[src/rtl/cfc_sequencer.sv]
// cfc_sequencer: drives one convolution filter core (up to 4 MAC lanes) through
// a full window evaluation: RESET, tap-major MUL stream, GET, then wait for done.
// Optional WAIT timeout is built when CFC_SEQ_TIMEOUT_EN is defined.

// Per-lane signed coefficient bank, one entry per tap.
module cfc_coef_lane #(
  parameter int NUM_TAPS = 9
) (
  input  logic       clock,
  input  logic       reset_n,
  input  logic       we,
  input  logic [3:0] wr_tap,
  input  logic [7:0] wr_data,
  input  logic [3:0] rd_tap,
  output logic [7:0] rd_data
);
  logic [NUM_TAPS-1:0][7:0] coef;

  // write port; tap selects beyond the window match nothing and are dropped
  always_ff @(posedge clock) begin
    if (!reset_n) coef <= '0;
    else if (we)
      for (int t = 0; t < NUM_TAPS; t++)
        if (wr_tap == 4'(t)) coef[t] <= wr_data;
  end

  // read mux for the tap about to be issued
  always_comb begin
    rd_data = '0;
    for (int t = 0; t < NUM_TAPS; t++)
      if (rd_tap == 4'(t)) rd_data = coef[t];
  end
endmodule

module cfc_sequencer #(
  parameter int NUM_KERNELS = 4,
  parameter int NUM_TAPS    = 9,
  parameter int WAIT_LIMIT  = 15
) (
  input  logic        clock,
  input  logic        reset_n,
  input  logic        start,
  input  logic [71:0] pixel_window,
  output logic        ready,
  input  logic        cfg_we,
  input  logic [1:0]  cfg_kernel,
  input  logic [3:0]  cfg_tap,
  input  logic [7:0]  cfg_data,
  output logic [1:0]  op_code,
  output logic [1:0]  index,
  output logic [7:0]  value_a,
  output logic [7:0]  value_b,
  input  logic [31:0] cfc_data,
  input  logic        cfc_done,
  output logic [31:0] result,
  output logic        result_valid,
  output logic        timeout_err
);
  if (NUM_KERNELS < 1 || NUM_KERNELS > 4 || NUM_TAPS < 1 || NUM_TAPS > 9 ||
      WAIT_LIMIT < 1) begin : g_param_chk
    $error("cfc_sequencer: parameter out of range");
  end

  typedef enum logic [2:0] {S_IDLE, S_CLEAR, S_MUL, S_GET, S_WAIT} state_t;

  localparam logic [1:0] OP_NOP   = 2'd0;
  localparam logic [1:0] OP_RESET = 2'd1;
  localparam logic [1:0] OP_MUL   = 2'd2;
  localparam logic [1:0] OP_GET   = 2'd3;
  localparam logic [1:0] LAST_LANE = 2'(NUM_KERNELS - 1);
  localparam logic [3:0] LAST_TAP  = 4'(NUM_TAPS - 1);

  state_t      state, state_nx;
  logic [1:0]  lane, lane_nx;
  logic [3:0]  tap, tap_nx;
  logic        mul_last;
  logic [71:0] win;
  logic [7:0]  pix_sel, coef_sel;
  logic [1:0]  op_nx, idx_nx;
  logic [7:0]  va_nx, vb_nx;
  logic        res_ld;
  logic [NUM_KERNELS-1:0][7:0] lane_coef;

  for (genvar k = 0; k < NUM_KERNELS; k++) begin : g_lane
    cfc_coef_lane #(.NUM_TAPS(NUM_TAPS)) u_lane (
      .clock   (clock),
      .reset_n (reset_n),
      .we      (cfg_we && state == S_IDLE && cfg_kernel == 2'(k)),
      .wr_tap  (cfg_tap),
      .wr_data (cfg_data),
      .rd_tap  (tap_nx),
      .rd_data (lane_coef[k])
    );
  end

  assign mul_last = (state == S_MUL) && (lane == LAST_LANE) && (tap == LAST_TAP);

  // step walker: lanes innermost, taps outer; parked at 0 outside MUL
  always_comb begin
    lane_nx = '0;
    tap_nx  = '0;
    if (state == S_MUL) begin
      if (lane == LAST_LANE) tap_nx = tap + 4'd1;
      else begin
        lane_nx = lane + 2'd1;
        tap_nx  = tap;
      end
    end
  end

  // operand selection for the step about to be issued
  always_comb begin
    pix_sel  = '0;
    coef_sel = '0;
    for (int t = 0; t < NUM_TAPS; t++)
      if (tap_nx == 4'(t)) pix_sel = win[8*t +: 8];
    for (int k = 0; k < NUM_KERNELS; k++)
      if (lane_nx == 2'(k)) coef_sel = lane_coef[k];
  end

`ifdef CFC_SEQ_TIMEOUT_EN
  localparam int CW = $clog2(WAIT_LIMIT + 1);
  localparam logic [CW-1:0] WAIT_LAST = CW'(WAIT_LIMIT - 1);
  localparam logic [CW-1:0] CNT_ONE   = CW'(1);
  logic [CW-1:0] wait_cnt;
  logic          tmo_nx;

  // WAIT cycle counter; held at zero elsewhere so it is clear on WAIT entry
  always_ff @(posedge clock) begin
    if (!reset_n || state != S_WAIT) wait_cnt <= '0;
    else                             wait_cnt <= wait_cnt + CNT_ONE;
  end

  // one-cycle timeout pulse
  always_ff @(posedge clock) begin
    if (!reset_n) timeout_err <= 1'b0;
    else          timeout_err <= tmo_nx;
  end
`else
  assign timeout_err = 1'b0;
`endif

  // FSM state register
  always_ff @(posedge clock) begin
    if (!reset_n) state <= S_IDLE;
    else          state <= state_nx;
  end

  // next state and next registered outputs
  always_comb begin
    state_nx = state;
    op_nx    = OP_NOP;
    idx_nx   = '0;
    va_nx    = '0;
    vb_nx    = '0;
    res_ld   = 1'b0;
`ifdef CFC_SEQ_TIMEOUT_EN
    tmo_nx   = 1'b0;
`endif
    case (state)
      S_IDLE:
        if (start) begin
          state_nx = S_CLEAR;
          op_nx    = OP_RESET;
        end
      S_CLEAR, S_MUL:
        if (mul_last) begin
          state_nx = S_GET;
          op_nx    = OP_GET;
        end else begin
          state_nx = S_MUL;
          op_nx    = OP_MUL;
          idx_nx   = lane_nx;
          va_nx    = pix_sel;
          vb_nx    = coef_sel;
        end
      S_GET: state_nx = S_WAIT;
      S_WAIT:
        if (cfc_done) begin
          state_nx = S_IDLE;
          res_ld   = 1'b1;
        end
`ifdef CFC_SEQ_TIMEOUT_EN
        else if (wait_cnt == WAIT_LAST) begin
          state_nx = S_IDLE;
          tmo_nx   = 1'b1;
        end
`endif
      default: state_nx = S_IDLE;
    endcase
  end

  // registered outputs, step position and latched window
  always_ff @(posedge clock) begin
    if (!reset_n) begin
      lane         <= '0;
      tap          <= '0;
      op_code      <= OP_NOP;
      index        <= '0;
      value_a      <= '0;
      value_b      <= '0;
      result       <= '0;
      result_valid <= 1'b0;
      ready        <= 1'b1;
      win          <= '0;
    end else begin
      lane         <= lane_nx;
      tap          <= tap_nx;
      op_code      <= op_nx;
      index        <= idx_nx;
      value_a      <= va_nx;
      value_b      <= vb_nx;
      result_valid <= res_ld;
      ready        <= (state_nx == S_IDLE);
      if (res_ld) result <= cfc_data;
      if (state == S_IDLE && start) win <= pixel_window;
    end
  end
endmodule
[config.mk]
export PLATFORM = sky130hd
export DESIGN_NAME = cfc_sequencer
export DESIGN_NICKNAME = d
export VERILOG_FILES = /design/src/rtl/cfc_sequencer.sv
export SDC_FILE = /design/constraint.sdc
export NUM_CORES = 1
export LEC_CHECK = 0
export CAP_MARGIN = 20
export CORE_MARGIN = 2
export CORE_UTILIZATION = 45
export CTS_CLUSTER_DIAMETER = 80
export DETAILED_ROUTE_END_ITERATION = 7
export PLACE_DENSITY = 0.65
export RECOVER_POWER = 25
export SLEW_MARGIN = 20
export SYNTH_ARGS = -nofsm -noshare
export SYNTH_HDL_FRONTEND = slang
export SYNTH_SLANG_ARGS = --single-unit
[constraint.sdc]
create_clock -name clock -period 6.9 [get_ports clock]
set_input_delay 0.69 -clock clock [delete_from_list [all_inputs] [get_ports clock]]
set_output_delay 0.69 -clock clock [all_outputs]
set_load 0.02 [all_outputs]
==> Yosys cells after proc, flatten, opt, wreduce, memory -nomap -nowiden <==
Index checks and enable logic that the tools add are counted.
W data, S select, Z words.
{ "totals": {"out_inout_bits": 55, "ram_bits": 0, "latch_bits": 0, "word_cells": 193, "mem_bits_ro": 0, "mem_count": 0, "ff_bits": 423} }
{ "op_classes": {"magnitude_cmp": 0, "mul": 0, "addsub": 2, "reduce_logical": 52, "eq_ne": 28, "n_shift": 0, "bitwise": 2, "div_mod_pow": 0, "n_mux": 62} }
{ "ops": {"columns": ["operator", "count"], "rows": [
  ["$mux W8", 49],
  ["$reduce_and A2 Y1", 36],
  ["$eq A4 B3 Y1 const B", 8],
  ["$eq A4 B2 Y1 const B", 4],
  ["$eq A4 B4 Y1 const B", 3],
  ["$pmux W3 S4", 1],
  ["$eq A2 B2 Y1 const B", 5],
  ["$eq A4 B1 Y1 const B", 2],
  ["$logic_and A1 B1 Y1", 8],
  ["$logic_not A4 Y1", 2],
  ["$mux W4", 2],
  ["$eq A3 B2 Y1 const B", 2],
  ["$logic_not A3 Y1", 2],
  ["$mux W3", 2],
  ["$mux W1", 5],
  ["$add A4 B1 Y4 const B", 1],
  ["$eq A2 B1 Y1 const B", 2],
  ["$logic_not A2 Y1", 2],
  ["$mux W2", 2],
  ["$pmux W2 S2", 1],
  ["$eq A3 B1 Y1 const B", 1],
  ["$eq A3 B3 Y1 const B", 1],
  ["$reduce_or A3 Y1", 1],
  ["$add A2 B1 Y2 const B", 1],
  ["other kinds (2)", 3]
]} }

==> Logic depth before layout (Yosys ltp) <==
Gate-level depths: netlist of the first run.
{ "logic_depth": {"ltp_word": 17, "depth_mapped": 13} }

==> Modules after synthesis <==
A second synthesis of the first run with hierarchy kept.
{ "hier_totals": {"cells_unflattened": 2307, "hier_area_um2": 20369.5} }
{ "modules_own_cells": {"columns": ["mod", "instances", "area_per_inst_um2", "cells_per_inst", "seq_area_each_um2"], "rows": [
  ["cfc_coef_lane", 4, 3614.7, 399, 1441.4],
  ["cfc_sequencer", 1, 5910.7, 711, 2702.6]
]} }

==> Least setup slack after synthesis of the first run <==
No wires, ideal clock.
{ "synth_path": {"path_type": "register to register", "from": "register tap[0]", "to": "register value_b[5]", "synth_period_minus_slack_ps": 2763, "t_arrival_ps": 2629, "path_stages_with_launch": 11, "setup_ps": 134, "setup_slack_ps": 4137, "n_path_buf": 3, "path_cell_list": "dfxtp_1 > buf_4 > inv_1 > ha_1 > mux2i_1 > nand2_1 > or3_1 > buf_2 > buf_2 > o2111ai_1 > or4b_1"} }
{ "synth_between": {"elab_chain_len": 17, "elab_cells_between_ends": 55, "classes_between": "add/sub: 1; eq/ne: 9; mux: 42; reduce/logical: 3"} }
{ "synth_lines": {"columns": ["element", "line_no", "rtl"], "rows": [
  ["start, declared", "75", "logic [3:0] tap, tap_nx;"],
  ["start signal, assigned", "208", "tap <= tap_nx;"],
  ["$add A4 B1 Y4", "103", "if (lane == LAST_LANE) tap_nx = tap + 4'd1;"],
  ["$mux W4", "103", null],
  ["$mux W4", "102", "if (state == S_MUL) begin"],
  ["$logic_not A4 Y1", "31", "if (rd_tap == 4'(t)) rd_data = coef[t];"],
  ["$mux W8 (9 in a row)", "31", null],
  ["$mux W8 (4 in a row)", "118", "if (lane_nx == 2'(k)) coef_sel = lane_coef[k];"],
  ["end signal, assigned", "212", "value_b <= vb_nx;"],
  ["end, declared", "52", "output logic [7:0] value_b,"]
]} }
Several ways; a longest one is shown, not always the timed one.
A chain may end at the register's enable or synchronous reset.

==> Worst setup path in the final report of the first run <==
{ "layout_path": {"from": "register lane[0]", "to": "register value_b[3]"} }
{ "layout_between": {"elab_chain_len": 17, "elab_cells_between_ends": 62, "classes_between": "add/sub: 1; eq/ne: 12; mux: 44; reduce/logical: 5"} }
{ "layout_lines": {"columns": ["element", "line_no", "rtl"], "rows": [
  ["start, declared", "74", "logic [1:0] lane, lane_nx;"],
  ["start signal, assigned", "207", "lane <= lane_nx;"],
  ["$eq A2 B2 Y1", "96, 103", null],
  ["$mux W4", "103", null],
  ["$mux W4", "102", null],
  ["$logic_not A4 Y1", "31", null],
  ["$mux W8 (9 in a row)", "31", null],
  ["$mux W8 (4 in a row)", "118", null]
]} }
Several ways; a longest one is shown, not always the timed one.

==> results of run 1 <==
-- through the flow --
step	hold WS (ns)	instance area (um^2)	worst slack, ns
4_1_cts	0.466	22800	2.98
3_5_place_dp	0.457	21200	3.00
3_3_place_gp	0.451	21100	3.04
5_1_grt	0.479	22800	1.59
6_report	0.457	22800	1.78
2_1_floorplan	0.437	19200	4.14
-- per-layer routing --
layer  up-vias  routed length, um  track usage
met5         -                 12            0
met4         2               2350        0.108
met3       158               6090       0.0632
met2       775              27900        0.431
met1      8360              28700        0.407
li1       8153                  -            -
-- how the worst min path moves through the flow --
stage	startpoint	end	slack (ns)	cells after the start
after floorplan	win[64]	value_a[0]	0.44	2
after global placement	result[7]	result[7]	0.45	2
after detailed placement	win[66]	value_a[2]	0.46	2
after CTS	g_lane[3].u_lane.coef[43]	g_lane[3].u_lane.coef[43]	0.47	2
after global routing	g_lane[1].u_lane.coef[1]	g_lane[1].u_lane.coef[1]	0.48	2
final	result[10]	result[10]	0.46	2
-- placed cells by master (no fill, tap or decap), drive strengths merged, types with 5 or more instances in the layout --
cell type / instances
nand2: 536
dfxtp: 423
a21boi: 297
nand3: 209
clkdlybuf4s50: 128
mux2i: 108
nor2b: 103
a21oi: 79
clkbuf: 66
nor2: 52
dlygate4sd3: 47
o21ai: 42
a221oi: 37
buf: 36
a22oi: 26
o22ai: 21
nor3: 20
a22o: 11
o211ai: 10
a31oi: 10
inv: 10
nor4: 10
o221ai: 9
bufinv: 8
clkinv: 8
a211oi: 7
a32oi: 6
and2: 6
and3: 5
or3: 5
a221o: 5
a222oi: 5
xnor2: 5
nor4b: 5
-- registers in the layout, indices dropped and copies added (netlist names) --
register and flops:
g_lane.u_lane.coef 288, win 72, result 32, value_a 8
value_b 8, tap 4, state 3, index 2
lane 2, op_code 2, ready 1, result_valid 1
-- cells by family (layout without fill, tap and decap cells) --
logic type / Yosys count / count (layout)
buffers and inverters: 213 / 306
XOR/XNOR: 6 / 6
flip-flops: 423 / 423
AO/OA/AOI/OAI: 585 / 585
AND/OR/NAND/NOR: 967 / 967
adder cells (fa/ha/maj): 3 / 3
multiplexers: 110 / 110
other: 1 / 2
-- worst min-delay path: stages (launching register included) --
cell,delay (ns)
dfxtp_1,0.30
nand2_1,0.04
a21boi_0,0.06
-- area by class of cell --
cell class | instances | area share
Tap cell | 539 | 0.0296
Clock buffer | 62 | 0.0580
Multi-Input combinational cell | 1672 | 0.434
Clock inverter | 21 | 0.0144
Antenna cell | 1 | 0.000110
Sequential cell | 423 | 0.371
Timing Repair Buffer | 215 | 0.0911
Inverter | 8 | 0.00132
-- power breakdown --
group	switching, mW	internal, mW
registers	0.0252	2.49
clock network	1.04	1.64
logic	0.239	0.156
==> qor.txt, run 1 <==
Outcome: finished with violations
Failing checks: capacitance limit, slew limit
Post-route ant nets: 0
Area grow syn2layout: 18.9%
Period utilization: 0.742
Top cell type by total area after synthesis: dfxtp_1
Hold_buf cts: 0
Final Non-Filler Cells: 2941
Synthesized cell area: 19200 um^2
TritonRoute pass-1 iters: 6
Endpoint type of the worst setup path: flip-flop
Startpoint Class: flip-flop
Grt ovf: 0
IO Port Bufs: 176
Top-count cell post-synth: nand2_1
Placed instance count: 2856
FF-to-FF Start: lane[0]
Delay-heaviest family, CP: buffers and inverters
Worst path required time: 7.34 ns
Critical path depth in cells: 9
Clock root buffer: clkbuf_16
Initial Util: 0.457
Via count: 17400
Depth of the worst register-to-register path: 9
WP data arrival: 5.56 ns
Setup Viol. Count Final: 0
Fmax: 0.195 GHz
Largest net degree at the start of global routing: 307
Crit path to: value_b[3]
GPL Wtd Cong: 0.931
Sequential area share after synthesis: 0.441
Top cells by area in the synthesized netlist: dfxtp_1 44%, a21boi_0 12%, nand2_1 10%, mux2i_1 5.6%, nand3_1 5.4%
Worst-path clk slew: 0.06 ns
Top-Level Pins: 178
Mux cell area share after synthesis: 0.0577
Detailed Place HPWL: 42000 um
CTS Sinks: 423
DR vias/cell: 5.93
Share of cells above drive strength 1: 0.0612
Syn nets: 2434
Post-synthesis cell type count: 69
First-pass GRT wire length: 99500 um
Yosys reg bits: 423
Gr usage total: 0.289
DIE HEIGHT: 211 um
CTS Buffer Depth: 3
Vias in the first global route: 16600
RSZ-0062 raised after global routing: false
Syn Inst Count: 2308
Setup TNS: 0 ns
Commonest cells in the netlist: 535 x nand2_1, 423 x dfxtp_1, 297 x a21boi_0
WL final: 65100 um
Post-Synth Simple-Gate Area: 0.230
DIE WIDTH: 211 um
Max Slew Vio Count: 117
Routed wire per std cell: 22.1 um
CTS tree: done
Crit. Startpoint: lane[0]
Flop-to-flop setup slack: 1.78 ns
Fin util: 0.543
Async S/R FF share, synth: 0
Area share of fa/ha/maj cells after synthesis: 0.00196
Clk_lat worst skew: 0.58 ns
Max IR drop VDD: 0.000160 V
Post-Syn Area per Cell: 8.32 um^2
Actual slew at the worst max-slew pin: 2.83 ns
Fillers: 3783
Final hold violation count: 0
PwrDens: 245 nW/um^2
Worst hold path type: flip-flop to flip-flop
Post-CTS setup buffers: 0
Crit-path cells: ha_1 > xnor2_2 > clkbuf_1 > nor3_4 > buf_4 > a2111oi_0 > o211ai_1 > o311ai_0 > a31oi_1
Slew headroom: -0.885
Post-synthesis compound-gate area fraction: 0.218
H-tree Lvls: 2
# rows: 75
Largest family of logic cells by synthesized area: simple AND/OR/NAND/NOR gates
Top cell type's share of synthesized area: 0.441
# resized after CTS: 0
Power Total: 5.59 mW
FF-to-FF End: value_b[3]
Initial antenna violation count: 1
Setup CP Type: flip-flop to flip-flop
Synth Flop Type: dfxtp_1
TritonCTS Buffers: 45
Clock Skews: 0.0226 ns
Max Cap Viol: 2
Max incr delay on CP: 1.84 ns
Iter 0 DRT Violations: 1859
Post-Synth XOR/XNOR Area: 0.00372
Worst path bufs/invs: 2
EDFF count, synth: 0
Register area: 8470 um^2
Fin crit period: 5.12 ns
Final Net Count: 2491
Leak: 7.44 nW
Drt drc: 0
Area of the multi-input gates: 9910 um^2
Synth Warn #: 0
Worst path slowest cell: clkbuf_1
Die Area: 44300 um^2
Crit path max fanout: 43
CORE AREA: 42000 um^2
(Power assumes the default switching activity.)
==> run 2: changes to the inputs <==
--- a/config.mk
+++ b/config.mk
@@ -10,7 +10,7 @@
 export CORE_UTILIZATION = 45
 export CTS_CLUSTER_DIAMETER = 80
 export DETAILED_ROUTE_END_ITERATION = 7
-export PLACE_DENSITY = 0.65
+export PLACE_DENSITY = 0.68
 export RECOVER_POWER = 25
 export SLEW_MARGIN = 20
 export SYNTH_ARGS = -nofsm -noshare
==> constraint.sdc (replaced) <==
create_clock -name clock -period 4.52 [get_ports clock]
set_input_delay 0.452 -clock clock [delete_from_list [all_inputs] [get_ports clock]]
set_output_delay 0.452 -clock clock [all_outputs]
set_load 0.02 [all_outputs]
==> run 2 against run 1 <==
  * Combinational power up 53%
  * Power rose by 48%
  * The run still ends with capacitance limit, slew limit left
  * Sequential power rose by 53%
  * Non-clock buffer count grew 10
  * Critical endpoint unchanged
  * Cell count is 0.31% higher
  * Largest cell class unchanged
  * Flip-flop and latch count unchanged
  * Worst setup slack got worse by 1.4 ns
  * Die area unchanged
==> qor.txt, run 2 (synthesis results as in run 1) <==
Placed instance count: 2867 (+0.39%)
Worst path required time: 4.97 ns (-2.37 ns)
DR vias/cell: 6.01 (+1.3%)
Most common cell after layout, fill and taps aside: nand2_1
Actual slew at the worst max-slew pin: 2.53 ns (-0.295 ns)
Setup TNS: 0 ns (unchanged)
Largest register FFs: 288 (unchanged)
Post-route ant nets: 0 (unchanged)
CTS Sinks: 423 (unchanged)
Post-CTS setup buffers: 0 (unchanged)
Max Cap Viol: 3 (+1)
DIE HEIGHT: 211 um (unchanged)
Worst-path clk slew: 0.06 ns (about the same)
Max IR drop VDD: 0.000252 V (+57%)
Gr usage total: 0.295 (+0.00650)
FF-to-FF Start: lane[0]
Area grow syn2layout: 18.5%
Die Area: 44300 um^2 (unchanged)
RSZ-0062 raised after global routing: false
Max incr delay on CP: 0.84 ns (-1.00 ns)
Delay-heaviest family, CP: compound AO/OA/AOI/OAI gates
Iter 0 DRT Violations: 2075 (+12%)
Worst path bufs/invs: 1 (-1)
Share of cells above drive strength 1: 0.0647 (+0.00348)
Slew headroom: -0.688 (+0.197)
Startpoint Class: flip-flop
CTS tree: done
Detailed Place HPWL: 44600 um (+6.2%)
Crit. Startpoint: lane[0]
Fmax: 0.241 GHz (+23%)
DIE WIDTH: 211 um (unchanged)
Worst hold path type: input port to flip-flop
Final Net Count: 2501 (+0.40%)
Initial antenna violation count: 2 (+1)
Largest net degree at the start of global routing: 150 (-51%)
Top Registers: g_lane.u_lane.coef: 288 flops, win: 72 flops, result: 32 flops
TritonRoute pass-1 iters: 6 (unchanged)
Flop-to-flop setup slack: 0.36 ns (-1.42 ns)
Max Slew Vio Count: 406 (+250%)
Clock root buffer: clkbuf_16
Crit path max fanout: 22 (-49%)
Crit path to: value_b[3]
Register with the most flip-flops: g_lane.u_lane.coef
Outcome: finished with violations
IO Port Bufs: 176 (unchanged)
Fin crit period: 4.16 ns (-0.961 ns)
CTS Buffer Depth: 3 (unchanged)
CORE AREA: 42000 um^2 (unchanged)
Setup CP Type: flip-flop to flip-flop
Initial Util: 0.457 (unchanged)
Commonest non-fill, non-tap cells in the layout: 534 x nand2_1, 423 x dfxtp_1, 297 x a21boi_0
TritonCTS Buffers: 45 (unchanged)
# rows: 75 (unchanged)
WL final: 66700 um (+2.6%)
First-pass GRT wire length: 101000 um (+1.9%)
# resized after CTS: 0 (unchanged)
Endpoint type of the worst setup path: flip-flop
Final hold violation count: 0 (unchanged)
Final Non-Filler Cells: 2950 (+0.31%)
Top-Level Pins: 178 (unchanged)
Depth of the worst register-to-register path: 10 (+1)
Vias in the first global route: 16500 (-0.072%)
Setup Viol. Count Final: 0 (unchanged)
Via count: 17700 (+1.6%)
Crit-path cells: ha_1 > mux2i_1 > nor2_1 > nand2_1 > buf_4 > a21oi_1 > a2111oi_0 > o211ai_1 > o311ai_0 > a31oi_1
FF-to-FF End: value_b[3]
Power Total: 8.29 mW (+48%)
Fillers: 3927 (+3.8%)
WP data arrival: 4.60 ns (-0.96 ns)
Clk_lat worst skew: 0.60 ns (+0.02 ns)
Failing checks: capacitance limit, slew limit
GPL Wtd Cong: 0.986 (+5.9%)
Grt ovf: 0 (unchanged)
Worst path slowest cell: nand2_1
Period utilization: 0.920 (+0.178)
Antenna diode count: 0 (-1)
Critical path depth in cells: 10 (+1)
Clock Skews: 0.0268 ns (+0.00423 ns)
PwrDens: 364 nW/um^2 (+49%)
Leak: 7.44 nW (about the same)
H-tree Lvls: 2 (unchanged)
Drt drc: 0 (unchanged)
Hold_buf cts: 0 (unchanged)
Routed wire per std cell: 22.6 um (+2.3%)
==> run 2: layer usage <==
layer / track usage / vias to the layer above / wire, um
met5: 0 / - / 24
met2: 0.454 / 838 / 29800
li1: - / 8164 / -
met1: 0.418 / 8573 / 29000
met3: 0.0469 / 148 / 5490
met4: 0.109 / 4 / 2500
==> run 2: worst min path at each step <==
| stage | cells after the start | slack [ns] | from | end |
|---|---|---|---|---|
| global route | 3 | 0.40 | pixel_window[30] | win[30] |
| CTS | 3 | 0.39 | pixel_window[29] | win[29] |
| global placement | 2 | 0.45 | g_lane[3].u_lane.coef[46] | g_lane[3].u_lane.coef[46] |
| floorplan | 2 | 0.44 | win[64] | value_a[0] |
| detailed placement | 2 | 0.46 | result[2] | result[2] |
| finish | 3 | 0.41 | pixel_window[18] | win[18] |
==> run 2: cell type report <==
type	count	area [um^2]	area share
repair buffers	225	2120	0.0931
flip-flops and latches	423	8470	0.372
clock inverters	16	223	0.00979
inverters	8	30.0	0.00132
clock buffers	67	1310	0.0575
well taps	539	674	0.0296
multi-input cells	1672	9920	0.436
==> run 2: report_power, final <==
part           switching [mW]  internal [mW]  leakage (nW)
Sequential             0.0403           3.79          3.42
Combinational           0.364          0.242          3.29
Clock                    1.60           2.25         0.738
Total                    2.00           6.28          7.44
==> run 2: per-stage QoR <==
| step | util | setup WS [ns] | cell area (um^2) | hold WS [ns] |
|---|---|---|---|---|
| after CTS | 0.541 | 0.585 | 22800 | 0.391 |
| after floorplan | - | 1.76 | 19200 | 0.437 |
| after global routing | 0.541 | 0.229 | 22700 | 0.403 |
| after global placement | 0.505 | 0.696 | 21200 | 0.452 |
| after detailed placement | 0.505 | 0.626 | 21200 | 0.459 |
| final | 0.541 | 0.363 | 22700 | 0.409 |
==> run 2: tightest hold or removal path: stages <==
cell,delay [ns]
clkdlybuf4s50_1,0.39
nand2_1,0.05
a21boi_0,0.06
